## src/rtl/decoder_x4_hold_if.sv

```systemverilog
// Handshake bundle between a 4x2 priority encoder and the held one-hot decoder.
interface decoder_x4_hold_if;
    logic [1:0] z;
    logic       y;
    logic [3:0] x;
    logic       busy;
    logic       done;

    modport master (output z, y, input x, busy, done);
    modport slave  (input z, y, output x, busy, done);
endinterface

```

## src/rtl/decoder_x4_hold.sv

```systemverilog
// 2-to-4 one-hot decoder that holds each accepted code for HOLD_CYCLES cycles.
// Optional DECODER_X4_DROP_CNT_EN adds drop_cnt, a saturating count of codes dropped while holding.
module decoder_x4_hold #(
    parameter int HOLD_CYCLES = 4,
    parameter int CNT_W       = 8
) (
    input  logic clk,
    input  logic rst_n,
`ifdef DECODER_X4_DROP_CNT_EN
    output logic [7:0] drop_cnt,
`endif
    decoder_x4_hold_if.slave bus
);
    typedef enum logic {IDLE, HOLD} state_t;

    localparam logic [CNT_W-1:0] CNT_LOAD = CNT_W'(HOLD_CYCLES - 1);

    state_t           state, state_nxt;
    logic [CNT_W-1:0] cnt, cnt_nxt;
    logic [3:0]       x_q, x_nxt;
    logic             done_q, done_nxt;

    always_ff @(posedge clk) begin
        if (!rst_n) begin
            state  <= IDLE;
            cnt    <= '0;
            x_q    <= 4'b0000;
            done_q <= 1'b0;
        end else begin
            state  <= state_nxt;
            cnt    <= cnt_nxt;
            x_q    <= x_nxt;
            done_q <= done_nxt;
        end
    end

    // done is registered so it lands in the first IDLE cycle, where a new code may be taken.
    always_comb begin
        state_nxt = state;
        cnt_nxt   = cnt;
        x_nxt     = x_q;
        done_nxt  = 1'b0;
        case (state)
            IDLE: begin
                x_nxt = 4'b0000;
                if (bus.y) begin
                    state_nxt = HOLD;
                    cnt_nxt   = CNT_LOAD;
                    x_nxt     = 4'b0001 << bus.z;
                end
            end
            HOLD: begin
                if (cnt != '0) begin
                    cnt_nxt = cnt - 1'b1;
                end else begin
                    state_nxt = IDLE;
                    x_nxt     = 4'b0000;
                    done_nxt  = 1'b1;
                end
            end
            default: begin
                state_nxt = IDLE;
                x_nxt     = 4'b0000;
            end
        endcase
    end

    assign bus.x    = x_q;
    assign bus.busy = (state == HOLD);
    assign bus.done = done_q;

`ifdef DECODER_X4_DROP_CNT_EN
    logic [7:0] drop_q;

    always_ff @(posedge clk) begin
        if (!rst_n)
            drop_q <= 8'd0;
        else if ((state == HOLD) && bus.y && (drop_q != 8'd255))
            drop_q <= drop_q + 8'd1;
    end

    assign drop_cnt = drop_q;
`endif
endmodule

```

## src/flat_wrapper.sv

```systemverilog
// flat-port wrapper written by rule: the top's interface ports become plain ports
module decoder_x4_hold_flat 
#(
    parameter int HOLD_CYCLES = 4,
    parameter int CNT_W       = 8
)
  (clk, rst_n, bus_z, bus_y, bus_x, bus_busy, bus_done);
  decoder_x4_hold_if bus_i ();
  input  logic clk;
  input  logic rst_n;
  input wire logic [$bits(bus_i.z)-1:0] bus_z;
  input wire logic [$bits(bus_i.y)-1:0] bus_y;
  output wire logic [$bits(bus_i.x)-1:0] bus_x;
  output wire logic [$bits(bus_i.busy)-1:0] bus_busy;
  output wire logic [$bits(bus_i.done)-1:0] bus_done;
  assign bus_i.z = bus_z;
  assign bus_i.y = bus_y;
  assign bus_x = bus_i.x;
  assign bus_busy = bus_i.busy;
  assign bus_done = bus_i.done;
  decoder_x4_hold #(.HOLD_CYCLES(HOLD_CYCLES), .CNT_W(CNT_W)) u_core (.clk(clk), .rst_n(rst_n), .bus(bus_i));
endmodule
```

## config.mk

```make
export PLATFORM = sky130hd
export DESIGN_NAME = decoder_x4_hold_flat
export DESIGN_NICKNAME = d
export VERILOG_FILES = /design/src/rtl/decoder_x4_hold_if.sv /design/src/rtl/decoder_x4_hold.sv /design/src/flat_wrapper.sv
export SDC_FILE = /design/constraint.sdc
export NUM_CORES = 1
export LEC_CHECK = 0
export ABC_AREA = 1
export BUFFER_PORTS_ARGS = -buffer_cell sky130_fd_sc_hd__buf_2
export CAP_MARGIN = 20
export CORE_MARGIN = 4
export CORE_UTILIZATION = 45
export DETAILED_ROUTE_END_ITERATION = 6
export PLACE_DENSITY = 0.78
export SYNTH_ARGS = -nofsm -noshare
export SYNTH_HDL_FRONTEND = slang
export SYNTH_SLANG_ARGS = --single-unit
```

## constraint.sdc

```tcl
create_clock -name clk -period 1.7 [get_ports clk]
set_input_delay 0.085 -clock clk [delete_from_list [all_inputs] [get_ports clk]]
set_output_delay 0.085 -clock clk [all_outputs]
set_load 0.05 [all_outputs]
```

==> results of run 1 <==
## tightest hold or removal path: stages
cell and delay (ps):
buf_2 130, nand2_1 70, nor2_1 40
## cell type report
| type | instances | area [sq um] |
|---|---|---|
| inverter | 15 | 56.3 |
| sequential | 14 | 280 |
| clock buffer | 4 | 36.3 |
| multi-input combinational | 67 | 334 |
| tap | 15 | 18.8 |
| fill | 131 | 567 |
| timing repair buffer | 11 | 57.6 |
## worst paths after layout
| path | startpoint | end | slack [ps] | depth (start not counted) |
|---|---|---|---|---|
| setup / recovery | u_core.cnt[0]$_SDFFE_PN0P_ | u_core.cnt[6]$_SDFFE_PN0P_ | 190 | 9 |
| hold / removal | rst_n | u_core.bus.done$_SDFF_PN0_ | 60 | 3 |
| setup reg to reg | u_core.cnt[0]$_SDFFE_PN0P_ | u_core.cnt[6]$_SDFFE_PN0P_ | 190 | 9 |
| hold reg to reg | u_core.bus.x[0]$_SDFFE_PN0P_ | u_core.bus.x[0]$_SDFFE_PN0P_ | 490 | 2 |
## layer usage
metal	vias up	share of wire	wire, microns	GRT usage
met3	4	0.046	70	0.0820
li1	341	-	-	-
met1	300	0.45	682	0.199
met5	-	0	0	0
met4	0	0.014	21	0.0511
met2	14	0.49	744	0.272
## where the power goes
group | switching (W) | leakage, nW | internal, W
registers | 0.0000314 | 0.114 | 0.000357
clock network | 0.000118 | 0.0210 | 0.000131
logic | 0.000176 | 0.234 | 0.0000813
total | 0.000326 | 0.370 | 0.000569
## metrics by stage
stage	worst slack (ps)	hold WS, ps	std cells	util
6_report	193	63.5	126	0.580
4_1_cts	156	60.0	126	0.576
2_1_floorplan	218	183	97	-
5_1_grt	53.2	65.8	126	0.580
3_3_place_gp	259	347	122	0.550
3_5_place_dp	171	352	122	0.550
## synth_stat cells
cell type,number
nor2_1,17
nand3_1,16
inv_1,15
dfxtp_1,14
nand2_1,13
a21oi_1,8
o21ai_0,6
nor3_1,3
buf_2,1
ha_1,1
nand2_4,1
nor2_4,1
o21ai_4,1
## cells by family after synthesis
logic type	synth area share
simple gates	0.343
buf+inv	0.0914
compound gates	0.129
flops	0.418
fa+ha+maj	0.0187
## flip-flops by register name, summed over array words and instances, names as in the netlist
register         cells
u_core.cnt           8
u_core.bus.x         4
u_core.bus.busy      1
u_core.bus.done      1
## what timing repair did
item | CTS | global route
setup buffers | 0 | 0
setup endpoints to repair | 0 | 1
endpoints found under the hold margin | 0 | 0
resized for setup | 0 | 1
==> qor.txt, run 1 <==
Final TNS setup - 0 ps
# diodes - 0
Ports - 11
Highest net fanout along the worst path - 7
Static Leakage - 0.370 nW
Detail Placement HPWL - 1080 microns
Num rows - 13
Status - finished, final reports clean
Syn. warnings - 0
Worst path cell trace - inv_1 -> ha_1 -> inv_1 -> nor2_1 -> nand3_2 -> nand3_1 -> o21ai_0 -> inv_1 -> nor2_1
CP endpoint kind - register
Share of layout cells above drive strength 1 - 0.171
Seq/Total Area, Yosys - 0.418
Drt wl/cell - 12.0 microns
Power Density - 1140 nW/um^2
Area Growth Syn to Fin - 16.8%
Max VDD drop - 0.619 mV
Worst-margin pin slew - 400 ps
Pins over their slew limit - 0
Pin count of the biggest net entering global routing - 9
CP bufs+invs - 3
Crit path largest cell delay - 360 ps
Tcrit/Tclk final - 0.887
H-Tree Level Count - 1
Final GP Congestion - 0.878
Worst-Skew Late Latency - 290 ps
Mapped Cells - 97
CTS Hold Bufs - 0
Clk root buf - clkbuf_4
# setup viols final - 0
CTS Sinks - 14
GRT Util Overall - 0.170
RSZ-0062 raised after global routing - no
Post-DR vias/cell - 5.23
Cell area after layout - 783 sq um
Initial Utilization - 0.497
Slew HR - 0.733
Max Root-Sink Buffers - 2
Die Width - 46.6 microns
DRC - 0
Port bufs - 10
Share of the synthesized area in the top cell type - 0.418
Max Cap Viol - 0
Nets - 118
Tmin final - 1510 ps
Synthesis-stage register bit count - 14
Min-delay worst type - input pin to register
Critical path type - register to register
Core region area - 1350 sq um
Die Y - 46.6 microns
Worst Skew - 6.51 ps
Synthesized cell area - 671 sq um
DRT Pass-1 Iters - 4
Placed Instance Area - 742 sq um
Critical Path RT - 1890 ps
Via count - 659
Fmax - 663 MHz
CTS buffer count - 3
Reg clk slew, reported paths - 90 ps
Routed Antenna Nets - 0
DR iter-0 viols - 22
Commonest non-fill, non-tap cell in the layout - nor2_1
Final Hold Fails - 0
Worst path top cell family by delay - simple AND/OR/NAND/NOR gates
Synth top area cells - dfxtp_1 42%, nand3_1 12%, nor2_1 9.5%, inv_1 8.4%, nand2_1 7.3%
Most Frequent Cell on Critical Path - inv_1
Die ar. - 2170 sq um
First-pass GRT wire length - 2510 microns
Congestion Overflow GR - 0
Antenna violations before repair - 0
Most frequent cells in the layout - 17 x nor2_1, 15 x inv_1, 15 x nand3_1
Syn nets - 103
Avg Inst Size Synth - 6.91 sq um
Total Power - 0.000895 W
Worst path slowest cell - dfxtp_1
Synth area leader - dfxtp_1
Crit start category - register
Netlist cell types - 13
CP Data Arrival Time - 1700 ps
Drt total wl - 1520 microns
Vias in the first global route - 606
TritonCTS clock tree - yes
(Power assumes the default switching activity.)
==> run 2, diff against run 1 <==
--- a/config.mk
+++ b/config.mk
@@ -9,9 +9,10 @@
 export BUFFER_PORTS_ARGS = -buffer_cell sky130_fd_sc_hd__buf_2
 export CAP_MARGIN = 20
 export CORE_MARGIN = 4
-export CORE_UTILIZATION = 45
+export CORE_UTILIZATION = 37
 export DETAILED_ROUTE_END_ITERATION = 6
-export PLACE_DENSITY = 0.78
+export GPL_TIMING_DRIVEN = 1
+export PLACE_DENSITY = 0.68
 export SYNTH_ARGS = -nofsm -noshare
 export SYNTH_HDL_FRONTEND = slang
 export SYNTH_SLANG_ARGS = --single-unit
==> qor.txt, run 2 (synthesized netlist as in run 1, its figures left out) <==
Die Y - 50.6 microns (+8.5%)
Die Width - 50.6 microns (+8.5%)
CTS Sinks - 14 (unchanged)
Routed Antenna Nets - 0 (unchanged)
Worst r2r src - u_core.cnt[0]$_SDFFE_PN0P_
Area Growth Syn to Fin - 17.9%
First-pass GRT wire length - 1980 microns (-21%)
Status - finished, final reports clean
Vias in the first global route - 485 (-20%)
Static Leakage - 0.367 nW (-0.74%)
Initial Utilization - 0.388 (-0.108)
Via count - 656 (-0.46%)
Cell area after layout - 791 sq um (+0.96%)
Reg clk slew, reported paths - 90 ps (about the same)
RSZ-0062 raised after global routing - no
Max Root-Sink Buffers - 2 (unchanged)
Worst-Skew Late Latency - 280 ps (about the same)
Post-DR vias/cell - 4.82 (-7.8%)
Hold Path End - u_core.cnt[1]$_SDFFE_PN0P_
Pins over their slew limit - 0 (unchanged)
CP Data Arrival Time - 1730 ps (+30 ps)
Drt wl/cell - 9.97 microns (-17%)
CTS buffer count - 3 (unchanged)
Detail Placement HPWL - 1040 microns (-3.6%)
Share of layout cells above drive strength 1 - 0.162 (-0.00901)
Largest register FFs - 8 (unchanged)
CP endpoint kind - register
Most frequent cells in the layout - 17 x nor2_1, 16 x nand3_1, 15 x inv_1
DRC - 0 (unchanged)
Critical Path RT - 1880 ps (about the same)
Top reg by flops - u_core.cnt
Finished Layout Cells - 136 (+7.9%)
Max VDD drop - 0.485 mV (-22%)
Placed Instance Area - 754 sq um (+1.7%)
R2R setup slack - 150 ps (-40 ps)
DR iter-0 viols - 20 (-9.1%)
Tcrit/Tclk final - 0.910 (+0.0237)
Hold Crit Start - rst_n
Antenna violations before repair - 0 (unchanged)
Num rows - 15 (+2)
Clk root buf - clkbuf_4
Final Hold Fails - 0 (unchanged)
Nets - 118 (unchanged)
Worst hold path depth - 3 (unchanged)
Final design utilization - 0.458 (-0.122)
R2R Path End - u_core.cnt[5]$_SDFFE_PN0P_
Max Cap Viol - 0 (unchanged)
Cells on worst reg2reg path - 9 (unchanged)
Congestion Overflow GR - 0 (unchanged)
Critical path type - register to register
Final GP Congestion - 0.831 (-5.3%)
DRT Pass-1 Iters - 4 (unchanged)
Tmin final - 1550 ps (+40.2 ps)
Drt total wl - 1360 microns (-11%)
Post_cts resized - 0 (unchanged)
# setup viols final - 0 (unchanged)
Crit start category - register
Worst-margin pin slew - 316 ps (-84.1 ps)
Power Density - 1100 nW/um^2 (-3.5%)
Placed cells - 132 (+8.2%)
Worst Skew - 5.87 ps (-0.641 ps)
TritonCTS clock tree - yes
Fmax - 646 MHz (-2.6%)
Slew HR - 0.789 (+0.0561)
# Post-CTS Setup Buffers - 0 (unchanged)
Min-delay worst type - input pin to register
CTS Hold Bufs - 0 (unchanged)
Core region area - 1730 sq um (+28%)
Final TNS setup - 0 ps (unchanged)
Die ar. - 2560 sq um (+18%)
GRT Util Overall - 0.101 (-0.0685)
Port bufs - 10 (unchanged)
# diodes - 0 (unchanged)
Ports - 11 (unchanged)
Highest net fanout along the worst path - 7 (unchanged)
Commonest non-fill, non-tap cell in the layout - nor2_1
Pin count of the biggest net entering global routing - 9 (unchanged)
H-Tree Level Count - 1 (unchanged)
-- run 2: cell counts in the layout (fill, tap and decap cells not counted) --
No cell type changed its count.
-- run 2: metrics by stage --
stage                     power (W)  setup WS (ps)  hold WS (ps)
after floorplan            0.000587            218           183
after global routing       0.000917           60.5          77.1
after CTS                  0.000873            195          67.9
after global placement     0.000640            256           350
final                      0.000872            153          76.6
after detailed placement   0.000642            205           354
-- run 2: cell type report --
cell class,count,area [sq um]
timing repair buffer,11,57.6
inverter,15,56.3
sequential,14,280
multi-input combinational,67,329
tap,25,31.3
fill,183,936
clock buffer,4,36.3
-- run 2: worst max-delay path: stages, from the launching register on --
cell and delay, ps:
dfxtp_1 350, inv_1 90, ha_1 170, inv_1 80, nor2_1 180, nand3_1 230, nand3_1 150, o21ai_0 100
inv_1 60, nor2_1 40
-- run 2: worst max path at each step --
| stage | from | to | slack (ps) | depth (start not counted) |
|---|---|---|---|---|
| after floorplan | u_core.bus.busy$_SDFF_PN0_ | u_core.cnt[4]$_SDFFE_PN0P_ | 220 | 6 |
| after global placement | u_core.cnt[0]$_SDFFE_PN0P_ | u_core.cnt[6]$_SDFFE_PN0P_ | 260 | 8 |
| after detailed placement | u_core.cnt[0]$_SDFFE_PN0P_ | u_core.cnt[5]$_SDFFE_PN0P_ | 200 | 9 |
| after CTS | u_core.cnt[0]$_SDFFE_PN0P_ | u_core.cnt[5]$_SDFFE_PN0P_ | 200 | 9 |
| after global routing | u_core.cnt[0]$_SDFFE_PN0P_ | u_core.cnt[5]$_SDFFE_PN0P_ | 60 | 9 |
| final | u_core.cnt[0]$_SDFFE_PN0P_ | u_core.cnt[5]$_SDFFE_PN0P_ | 150 | 9 |
-- run 2: layer usage --
metal,routed length [microns],global-route usage
met1,662,0.116
met2,600,0.172
met4,12,0.0404
met3,82,0.0356
met5,0,0
-- run 2: power by group --
group          total, W  switching, W  internal [W]
logic          0.000252      0.000173     0.0000796
registers      0.000384     0.0000272      0.000357
clock network  0.000235      0.000105      0.000130
==> run 3, diff against run 2 <==
--- a/config.mk
+++ b/config.mk
@@ -8,11 +8,13 @@
 export ABC_AREA = 1
 export BUFFER_PORTS_ARGS = -buffer_cell sky130_fd_sc_hd__buf_2
 export CAP_MARGIN = 20
+export CORE_ASPECT_RATIO = 0.8
 export CORE_MARGIN = 4
 export CORE_UTILIZATION = 37
 export DETAILED_ROUTE_END_ITERATION = 6
 export GPL_TIMING_DRIVEN = 1
 export PLACE_DENSITY = 0.68
+export RECOVER_POWER = 25
 export SYNTH_ARGS = -nofsm -noshare
 export SYNTH_HDL_FRONTEND = slang
 export SYNTH_SLANG_ARGS = --single-unit
==> qor.txt, run 3 (synthesized netlist as in run 1, its figures left out) <==
Die Y - 46.1 microns (-8.9%)
Fmax - 668 MHz (+3.4%)
Clk root buf - clkbuf_4
Reg clk slew, reported paths - 90 ps (about the same)
# diodes - 0 (unchanged)
Power Density - 1130 nW/um^2 (+2.5%)
Drt wl/cell - 10.3 microns (+3.8%)
CTS Hold Bufs - 0 (unchanged)
H-Tree Level Count - 1 (unchanged)
Internal Pwr Total - 0.000563 W (-0.76%)
Detail Placement HPWL - 1060 microns (+2.0%)
Hold Crit Start - rst_n
Largest register FFs - 8 (unchanged)
Port bufs - 10 (unchanged)
Vias in the first global route - 494 (+1.9%)
Highest net fanout along the worst path - 7 (unchanged)
Post_cts resized - 0 (unchanged)
Final TNS setup - 0 ps (unchanged)
Sw Ratio - 0.356 (+0.00626)
Critical path type - register to register
Congestion Overflow GR - 0 (unchanged)
Pin count of the biggest net entering global routing - 12 (+3)
Worst-Skew Late Latency - 290 ps (about the same)
Num rows - 13 (-2)
Clock power share - 0.280 (+0.010)
Die ar. - 2560 sq um (+0.16%)
Worst-margin pin slew - 606 ps (+289 ps)
Psw - 0.000311 W (+2.0%)
Max Root-Sink Buffers - 2 (unchanged)
CP endpoint kind - register
Reg power frac - 0.445 (+0.004)
DRC - 0 (unchanged)
Worst Setup SP - u_core.cnt[0]$_SDFFE_PN0P_
First-pass GRT wire length - 2220 microns (+12%)
Core region area - 1680 sq um (-3.0%)
CP Data Arrival Time - 1690 ps (-40 ps)
DRT Pass-1 Iters - 4 (unchanged)
RSZ-0062 raised after global routing - no
Initial Utilization - 0.400 (+0.0119)
GRT Util Overall - 0.117 (+0.0152)
Most frequent cells in the layout - 17 x nor2_1, 16 x nand3_1, 15 x inv_1
Placed Instance Area - 743 sq um (-1.5%)
Commonest non-fill, non-tap cell in the layout - nor2_1
Max VDD drop - 0.621 mV (+28%)
Nets - 117 (-0.85%)
Slew HR - 0.598 (-0.191)
Static Leakage - 0.340 nW (-7.2%)
Share of layout cells above drive strength 1 - 0.109 (-0.0531)
Pins over their slew limit - 0 (unchanged)
Tcrit/Tclk final - 0.880 (-0.0302)
Crit start category - register
CTS Sinks - 14 (unchanged)
Drt total wl - 1370 microns (+0.74%)
Min-delay worst type - input pin to register
DR iter-0 viols - 9 (-55%)
Tmin final - 1500 ps (-51.3 ps)
Combinational share of power - 0.275 (-0.014)
Area Growth Syn to Fin - 15.3%
Worst Skew - 5.48 ps (-0.387 ps)
# setup viols final - 0 (unchanged)
Top reg by flops - u_core.cnt
CTS buffer count - 3 (unchanged)
Die Width - 55.6 microns (+9.9%)
Post-DR vias/cell - 4.67 (-3.1%)
Final GP Congestion - 0.864 (+4.0%)
Cell area after layout - 773 sq um (-2.2%)
# Post-CTS Setup Buffers - 0 (unchanged)
Ports - 11 (unchanged)
Critical Path RT - 1890 ps (about the same)
Status - finished, final reports clean
Worst r2r src - u_core.cnt[0]$_SDFFE_PN0P_
Final Hold Fails - 0 (unchanged)
Via count - 617 (-5.9%)
TritonCTS clock tree - yes
Max Cap Viol - 0 (unchanged)
Routed Antenna Nets - 0 (unchanged)
Antenna violations before repair - 0 (unchanged)
==> run 3: metal layers <==
layer	vias up	global-route usage	share of wire
li1	338	-	-
met1	264	0.167	0.53
met2	13	0.151	0.40
met3	2	0.0504	0.054
met4	0	0.0437	0.0073
met5	-	0	0
==> run 3: power groups by stage <==
stage | Clock [W] | Combinational (W) | Sequential, W
6_report | 0.000244 | 0.000240 | 0.000389
5_1_grt | 0.000269 | 0.000269 | 0.000394
4_1_cts | 0.000251 | 0.000242 | 0.000388
3_5_place_dp | 0 | 0.000241 | 0.000396
3_3_place_gp | 0 | 0.000243 | 0.000394
2_1_floorplan | 0 | 0.000178 | 0.000408
==> run 3: final timing paths <==
kind                                  endpoint  slack [ps]  cells past startpoint
setup / recovery    u_core.cnt[5]$_SDFFE_PN0P_         200                      9
hold / removal      u_core.cnt[1]$_SDFFE_PN0P_          60                      3
hold reg to reg   u_core.bus.x[2]$_SDFFE_PN0P_         490                      2
setup reg to reg    u_core.cnt[5]$_SDFFE_PN0P_         200                      9
==> run 3: critical path, stage by stage (launching register included) <==
cell,delay [ps]
dfxtp_1,350
inv_1,90
ha_1,160
inv_1,70
nor2_1,170
nand3_1,220
nand3_1,160
o21ai_0,90
inv_1,60
nor2_1,40
==> run 3: final cells by class <==
type                    instances  area, sq um
flip-flops and latches         14          280
inverters                      15         56.3
well taps                      22         27.5
repair buffers                 10         43.8
fillers                       175          902
clock buffers                   4         36.3
multi-input cells              67          329
==> run 3: per-stage QoR <==
stage	instances	utilization	setup WS, ps	hold slack [ps]	total power (W)
floorplan	97	-	218	183	0.000587
global placement	128	0.444	258	360	0.000637
detailed placement	128	0.444	197	362	0.000637
CTS	132	0.465	184	61.1	0.000881
global route	132	0.462	11.4	65.3	0.000932
finish	132	0.462	204	62.3	0.000873
